==> config.mk <==
export PLATFORM = sky130hd
export DESIGN_NAME = fix_audio_ns_mc_flat
export DESIGN_NICKNAME = d
export VERILOG_FILES = /design/src/rtl/fix_audio_ns_mc_if.sv /design/src/rtl/fix_audio_ns_mc.sv /design/src/flat_wrapper.sv
export SDC_FILE = /design/constraint.sdc
export NUM_CORES = 2
export LEC_CHECK = 0
export ABC_AREA = 1
export BUFFER_PORTS_ARGS = -buffer_cell sky130_fd_sc_hd__buf_2
export CAP_MARGIN = 20
export CORE_MARGIN = 2
export CORE_UTILIZATION = 63
export CTS_BUF_LIST = sky130_fd_sc_hd__clkbuf_16
export DETAILED_ROUTE_END_ITERATION = 7
export GPL_TIMING_DRIVEN = 0
export PLACE_DENSITY = 0.86
export SYNTH_ARGS = -nofsm -noshare
export SYNTH_HDL_FRONTEND = slang
export SYNTH_SLANG_ARGS = --single-unit
==> constraint.sdc <==
create_clock -name clk -period 13.6 [get_ports clk]
set_clock_uncertainty 0.05 [all_clocks]
set_input_delay 0 -clock clk [delete_from_list [all_inputs] [get_ports clk]]
set_output_delay 0 -clock clk [all_outputs]
set_load 0.01 [all_outputs]
==> src/rtl/fix_audio_ns_mc_if.sv <==
// Sample bus between the audio front-end and fix_audio_ns_mc.
// The front-end toggles req per sample; the datapath toggles ack per result.
interface fix_audio_ns_mc_if #(
  parameter int WID = 16,
  parameter int CHW = 2
) ();
  logic           req;
  logic [CHW-1:0] rx_ch;
  logic [WID-1:0] rx_data;
  logic           ack;
  logic [CHW-1:0] tx_ch;
  logic [WID-1:0] tx_data;
  logic           overflow;

  modport master (
    output req, rx_ch, rx_data,
    input  ack, tx_ch, tx_data, overflow
  );

  modport slave (
    input  req, rx_ch, rx_data,
    output ack, tx_ch, tx_data, overflow
  );
endinterface

==> src/rtl/fix_audio_ns_mc.sv <==
// Multi-channel fixed-point noise suppressor: gain -> biquad HPF -> Kalman -> gain,
// all channels time-multiplexed through one saturating MAC, fixed 10-cycle latency.
module fix_audio_ns_mc #(
  parameter int WID  = 16,
  parameter int FRAC = 10,
  parameter int CH   = 4,
  parameter int CHW  = 2
) (
  input  logic               clk,
  input  logic               rst,
  input  logic               enable,
  input  logic [8*WID+3:0]   conf,
  input  logic               clr_state,
  output logic               missed,
  fix_audio_ns_mc_if.slave   bus
);

  localparam int PW      = 2*WID + 2;
  localparam int BYP_IN  = 3;
  localparam int BYP_HPF = 2;
  localparam int BYP_KAL = 1;
  localparam int BYP_VOL = 0;
  localparam logic signed [PW-1:0] MAXV = {{(PW-WID+1){1'b0}}, {(WID-1){1'b1}}};
  localparam logic signed [PW-1:0] MINV = {{(PW-WID+1){1'b1}}, {(WID-1){1'b0}}};

  typedef enum logic [3:0] {
    S_IDLE, S_GIN, S_BQ0, S_BQ1, S_BQ2, S_BQ3, S_BQ4, S_KAL, S_GOUT, S_DONE
  } state_t;

  typedef struct packed {
    logic signed [WID-1:0] b0, b1, b2, a1, a2, k, vol, in_vol;
    logic [3:0]            byp;
  } conf_t;

  state_t state, state_nx;
  conf_t  cf_r;

  logic [1:0]            req_d;
  logic                  req_x;
  logic                  ch_valid, ch_ok;
  logic [CHW-1:0]        ch_r;
  logic signed [WID-1:0] x_r, d_r, acc_r;
  logic                  ovf_r;

  logic signed [WID-1:0] x1_m [CH];
  logic signed [WID-1:0] x2_m [CH];
  logic signed [WID-1:0] y1_m [CH];
  logic signed [WID-1:0] y2_m [CH];
  logic signed [WID-1:0] es_m [CH];
  logic signed [WID-1:0] x1_rd, x2_rd, y1_rd, y2_rd, es_rd;

  logic signed [WID-1:0]   mac_a, mac_b, mac_c, mac_res, diff_sat;
  logic                    mac_neg, mac_ovf, diff_ovf, stage_on, step_ovf;
  logic signed [2*WID-1:0] prod;
  logic signed [PW-1:0]    prod_x, term, sum, diff_w;

  function automatic logic [WID:0] sat(input logic signed [PW-1:0] v);
    if (v > MAXV)      return {1'b1, MAXV[WID-1:0]};
    else if (v < MINV) return {1'b1, MINV[WID-1:0]};
    else               return {1'b0, v[WID-1:0]};
  endfunction

  assign req_x = req_d[0] ^ req_d[1];

  if (CH >= (1 << CHW)) begin : g_ch_full
    assign ch_valid = 1'b1;
  end else begin : g_ch_part
    assign ch_valid = (int'(bus.rx_ch) < CH);
  end

  // An invalid channel never touches the history arrays; it reads zeros instead.
  assign x1_rd = ch_ok ? x1_m[ch_r] : '0;
  assign x2_rd = ch_ok ? x2_m[ch_r] : '0;
  assign y1_rd = ch_ok ? y1_m[ch_r] : '0;
  assign y2_rd = ch_ok ? y2_m[ch_r] : '0;
  assign es_rd = ch_ok ? es_m[ch_r] : '0;

  // Shared MAC: sum is kept wide so the clamp sees the true value, then saturates to WID.
  always_comb begin
    prod   = mac_a * mac_b;
    prod_x = {{2{prod[2*WID-1]}}, prod};
    if (mac_neg) prod_x = -prod_x;
    term   = prod_x >>> FRAC;
    sum    = term + $signed({{(PW-WID){mac_c[WID-1]}}, mac_c});
    {mac_ovf, mac_res} = sat(sum);
    diff_w = $signed({{(PW-WID){d_r[WID-1]}}, d_r}) - $signed({{(PW-WID){es_rd[WID-1]}}, es_rd});
    {diff_ovf, diff_sat} = sat(diff_w);
  end

  // NOTE: every output of this block gets a default first, so no path can infer a latch.
  always_comb begin
    state_nx = state;
    mac_a    = '0;
    mac_b    = '0;
    mac_c    = '0;
    mac_neg  = 1'b0;
    stage_on = 1'b0;
    step_ovf = mac_ovf;
    unique case (state)
      S_IDLE: if (req_x) state_nx = S_GIN;
      S_GIN: begin
        mac_a = cf_r.in_vol; mac_b = x_r;
        stage_on = !cf_r.byp[BYP_IN];
        state_nx = S_BQ0;
      end
      S_BQ0: begin
        mac_a = cf_r.b0; mac_b = d_r;
        stage_on = !cf_r.byp[BYP_HPF];
        state_nx = S_BQ1;
      end
      S_BQ1: begin
        mac_a = cf_r.b1; mac_b = x1_rd; mac_c = acc_r;
        stage_on = !cf_r.byp[BYP_HPF];
        state_nx = S_BQ2;
      end
      S_BQ2: begin
        mac_a = cf_r.b2; mac_b = x2_rd; mac_c = acc_r;
        stage_on = !cf_r.byp[BYP_HPF];
        state_nx = S_BQ3;
      end
      S_BQ3: begin
        mac_a = cf_r.a1; mac_b = y1_rd; mac_c = acc_r; mac_neg = 1'b1;
        stage_on = !cf_r.byp[BYP_HPF];
        state_nx = S_BQ4;
      end
      S_BQ4: begin
        mac_a = cf_r.a2; mac_b = y2_rd; mac_c = acc_r; mac_neg = 1'b1;
        stage_on = !cf_r.byp[BYP_HPF];
        state_nx = S_KAL;
      end
      S_KAL: begin
        mac_a = cf_r.k; mac_b = diff_sat; mac_c = es_rd;
        stage_on = !cf_r.byp[BYP_KAL];
        step_ovf = mac_ovf | diff_ovf;
        state_nx = S_GOUT;
      end
      S_GOUT: begin
        mac_a = cf_r.vol; mac_b = d_r;
        stage_on = !cf_r.byp[BYP_VOL];
        state_nx = S_DONE;
      end
      S_DONE:  state_nx = S_IDLE;
      default: state_nx = S_IDLE;
    endcase
  end

  // NOTE: sequential state uses non-blocking assignments so every register samples pre-edge values.
  always_ff @(posedge clk) begin
    if (rst) begin
      state        <= S_IDLE;
      req_d        <= {bus.req, bus.req};
      x_r          <= '0;
      ch_r         <= '0;
      ch_ok        <= 1'b0;
      cf_r         <= '0;
      d_r          <= '0;
      acc_r        <= '0;
      ovf_r        <= 1'b0;
      missed       <= 1'b0;
      bus.ack      <= 1'b0;
      bus.tx_ch    <= '0;
      bus.tx_data  <= '0;
      bus.overflow <= 1'b0;
    end else if (enable) begin
      state <= state_nx;
      req_d <= {req_d[0], bus.req};
      if (clr_state)                     missed <= 1'b0;
      else if (req_x && state != S_IDLE) missed <= 1'b1;

      if (state == S_IDLE && req_x) begin
        x_r   <= bus.rx_data;
        ch_r  <= bus.rx_ch;
        ch_ok <= ch_valid;
        cf_r  <= conf;
        ovf_r <= 1'b0;
      end
      if (stage_on) ovf_r <= ovf_r | step_ovf;

      case (state)
        S_GIN:                      d_r   <= stage_on ? mac_res : x_r;
        S_BQ0, S_BQ1, S_BQ2, S_BQ3: acc_r <= mac_res;
        S_BQ4, S_KAL, S_GOUT:       if (stage_on) d_r <= mac_res;
        S_DONE: begin
          bus.ack      <= ~bus.ack;
          bus.tx_ch    <= ch_r;
          bus.tx_data  <= ch_ok ? d_r : '0;
          bus.overflow <= ch_ok ? ovf_r : 1'b1;
        end
        default: ;
      endcase
    end
  end

  // NOTE: the history arrays are reset explicitly because a cleared channel must restart from zero.
  always_ff @(posedge clk) begin
    if (rst || (enable && clr_state)) begin
      for (int i = 0; i < CH; i++) begin
        x1_m[i] <= '0;
        x2_m[i] <= '0;
        y1_m[i] <= '0;
        y2_m[i] <= '0;
        es_m[i] <= '0;
      end
    end else if (enable && ch_ok) begin
      if (state == S_BQ4 && !cf_r.byp[BYP_HPF]) begin
        x2_m[ch_r] <= x1_m[ch_r];
        x1_m[ch_r] <= d_r;
        y2_m[ch_r] <= y1_m[ch_r];
        y1_m[ch_r] <= mac_res;
      end
      if (state == S_KAL && !cf_r.byp[BYP_KAL]) es_m[ch_r] <= mac_res;
    end
  end

endmodule

==> src/flat_wrapper.sv <==
// flat-port wrapper written by rule: the top's interface ports become plain ports
module fix_audio_ns_mc_flat 
#(
  parameter int WID  = 16,
  parameter int FRAC = 10,
  parameter int CH   = 4,
  parameter int CHW  = 2
)
  (clk, rst, enable, conf, clr_state, missed, bus_req, bus_rx_ch, bus_rx_data, bus_ack, bus_tx_ch, bus_tx_data, bus_overflow);
  fix_audio_ns_mc_if #(.WID(WID), .CHW(CHW)) bus_i ();
  input  logic clk;
  input  logic rst;
  input  logic enable;
  input  logic [8*WID+3:0] conf;
  input  logic clr_state;
  output logic missed;
  input wire logic [$bits(bus_i.req)-1:0] bus_req;
  input wire logic [$bits(bus_i.rx_ch)-1:0] bus_rx_ch;
  input wire logic [$bits(bus_i.rx_data)-1:0] bus_rx_data;
  output wire logic [$bits(bus_i.ack)-1:0] bus_ack;
  output wire logic [$bits(bus_i.tx_ch)-1:0] bus_tx_ch;
  output wire logic [$bits(bus_i.tx_data)-1:0] bus_tx_data;
  output wire logic [$bits(bus_i.overflow)-1:0] bus_overflow;
  assign bus_i.req = bus_req;
  assign bus_i.rx_ch = bus_rx_ch;
  assign bus_i.rx_data = bus_rx_data;
  assign bus_ack = bus_i.ack;
  assign bus_tx_ch = bus_i.tx_ch;
  assign bus_tx_data = bus_i.tx_data;
  assign bus_overflow = bus_i.overflow;
  fix_audio_ns_mc #(.WID(WID), .FRAC(FRAC), .CH(CH), .CHW(CHW)) u_core (.clk(clk), .rst(rst), .enable(enable), .conf(conf), .clr_state(clr_state), .missed(missed), .bus(bus_i));
endmodule
==> impl_metrics.yaml <==
outcome:
  outcome: "finished with violations"
  failed_checks: "DRC"
layout:
  layout.cell_area.non_filler_mm2: 0.0430
  final_cell_count_no_fill: 5828
  final_layout_size_suffix_gt1_frac: 0.107
  num-nets-final: 5551
  syn2layout_area_growth_pct: 14.8
power_and_ir_drop:
  power.density_cell_area_mw_per_mm2: 161
  power_total_mw: 6.92
  ir_drop_mv: 0.361
  p_leak_nw: 19.4
worst_setup_path:
  critPathMaxFanout: 10
  startpoint_to_endpoint_class_of_the_critical_path: "flop to flop"
  critical_path.slowest_cell: "sky130_fd_sc_hd__dfxtp_1"
  cp_top_family: "adder cells"
  critPathMaxStageDelay_ps: 730
  arrival_ps: 13480
  worst-endpoint-required_ps: 13970
  timing.critical_path.buf_inv: 12
  critPathCaptureType: "flop"
  cp-start-kind: "flop"
  reg2reg_slack_ps: 490
  critPathMostFrequentCell: "sky130_fd_sc_hd__nand2_1"
synth:
  synth.top_cell.area_share: 0.258
  yosys.cell_count.top_type: "sky130_fd_sc_hd__nand2_1"
  synth.top_cells.by_area: "sky130_fd_sc_hd__edfxtp_1 26%, sky130_fd_sc_hd__fa_1 14%, sky130_fd_sc_hd__dfxtp_1 11%"
  synth_enable_flop_cells: 322
  syn-mean-instance-area_um2: 8.11
  syn-num-nets: 5162
  yosys.cell_types.count: 66
  post-synth-top-area-cell: "sky130_fd_sc_hd__edfxtp_1"
  synth_top_flop_cell: "sky130_fd_sc_hd__edfxtp_1"
  total_standard_cell_area_after_synthesis_mm2: 0.0374
  synthesis.yosys.warnings: 0
  synth-seq-cells: 533
  synth.top_cells.by_count: "857 x sky130_fd_sc_hd__nand2_1, 757 x sky130_fd_sc_hd__nor2_1, 635 x sky130_fd_sc_hd__inv_1"
  post_synthesis_instance_total: 4616
  yosysSeqAreaShare: 0.371
  share_of_flip_flops_with_an_asynchronous_set_or_reset: 0
drt:
  detailedRoute.firstPassIterationCount: 8
  wire_per_inst_um: 24.7
  totalWireLength_um: 144000
  maxUsedRoutingLayer: "met5"
  route.detailed.drc: 25
  met1_length_um: 46200
  routed_via_density: 6.37
  final_antenna_net_count: 0
  detail_route.iter0.violations: 6383
  detailroute.via_count: 37100
  detailroute.wirelength.met3_um: 22900
  met2_wirelength_um: 60400
sta:
  setup_total_negative_slack_ps: 0
  final_max_slew_viol_count: 0
  worst_tran_pin_value_ps: 1240
  timing.final.setup_violations: 0
  hold_ws_ps: 63.2
  finalWorstPathRequiredPeriod_ps: 13110
  hold_viol: 0
  timing.max_slew.rel_slack: 0.173
  post-route-period-util: 0.964
  maxClockFrequency_mhz: 76.3
floorplan:
  dieArea_mm2: 0.0614
  fp.dieW_um: 248
  placementRows: 89
  floorplan.initialDensity: 0.635
  die_height_um: 248
  core_area_mm2: 0.0589
  floorplan.io_pins: 176
global_route:
  grt_antenna_before_repair: 11
  grt_first_pass_wirelength_um: 212000
  grt_use_total: 0.466
  grt_max_degree: 39
  vias_in_the_first_global_route: 36200
  gr-total-overflow: 0
placed_design:
  place_congestion: 1.04
  port_buffer_cells: 174
  dp_cells: 5570
  dpl_cell_area_mm2: 0.0395
  dp_hpwl_um: 99600
cts:
  tritoncts_num_sinks: 533
  cts.htree.levels: 2
  ctsLongestPathBuffers: 3
  clk_latency_ps: 640
  tritoncts: "yes"
  clockRootBuffer: "sky130_fd_sc_hd__clkbuf_16"
  clk_transition_reported_paths_ps: 70
  tritoncts.num_buffers: 52
run:
  maxCapViolations: 0
min_path:
  hold_class: "input port to flop"
## cell type report
| cell class | instances | area, µm² |
|---|---|---|
| well taps | 773 | 967 |
| flip-flops and latches | 533 | 13900 |
| multi-input cells | 3171 | 20000 |
| inverters | 692 | 2630 |
| fillers | 3993 | 16000 |
| plain buffers | 214 | 1080 |
| clock buffers | 53 | 1330 |
| diodes | 8 | 20.0 |
| repair buffers | 341 | 2640 |
| clock inverters | 43 | 379 |
## kinds of logic (layout without fill, tap and decap cells)
family,after synthesis,in the layout,share of synthesized area
xor gates and xnor gates,54,54,0.0130
and+or+nand+nor,2002,2002,0.225
adders and majority gates,391,391,0.184
DFF,533,533,0.371
other,0,8,0
AOI/OAI and AO/OA,724,724,0.110
buffers and inverters,912,1343,0.0976
## power breakdown
part	switching (mW)	internal, mW
clock	0.670	0.825
sequential	0.0967	1.86
combinational	2.59	0.875
## placed cells by master (no fill, tap or decap), drive strengths merged, types with 97 or more instances in the layout
cell           n
clkbuf       174
o22ai         97
fa           265
nor2         781
buf          279
a21oi        234
edfxtp       322
o21ai        315
nand3        184
ha           126
dlygate4sd3  155
inv          699
nand2        885
dfxtp        211
## registers in the layout, indices dropped and copies added (netlist names), 64 cells and up, named ones only
| register | flops |
|---|---|
| u_core.cf_r | 132 |
| u_core.es_m | 64 |
| u_core.x1_m | 64 |
| u_core.x2_m | 64 |
| u_core.y1_m | 64 |
| u_core.y2_m | 64 |
## final timing paths
kind | from | endpoint | cells past startpoint
setup / recovery | u_core.ch_ok | u_core.y1_m[2][9] | 59
hold reg to reg | u_core.bus.tx_data[14] | u_core.bus.tx_data[14] | 2
hold / removal | clr_state | u_core.y1_m[3][0] | 6
setup reg to reg | u_core.ch_ok | u_core.y1_m[2][9] | 59
## timing repair
item	CTS	global route
buffers inserted	0	3
hold buffers	155	0
resized for setup	9	56
endpoints found under the setup margin	151	161
pin swaps	0	1
hold endpoints to repair	157	0
## per-layer routing
metal / track usage / vias to the layer above
met5: 0 / -
met4: 0.361 / 10
met3: 0.158 / 1026
met2: 0.694 / 3568
met1: 0.555 / 16900
li1: - / 15600
## per-stage QoR
step	setup slack [ps]	utilization
after floorplan	2800	-
after global placement	-271	0.667
after detailed placement	-467	0.670
after CTS	20.6	0.726
after global routing	-33.4	0.729
final	487	0.729
## worst register-to-register path: cells and delay by family (launching register included)
family | cells | cell delay [ps]
adder cells (fa/ha/maj) | 9 | 4670
AND/OR/NAND/NOR | 32 | 3700
buffers and inverters | 12 | 2310
AO/OA/AOI/OAI | 6 | 1450
flip-flops | 1 | 730
No activity file was read; power rests on OpenSTA's default activity.
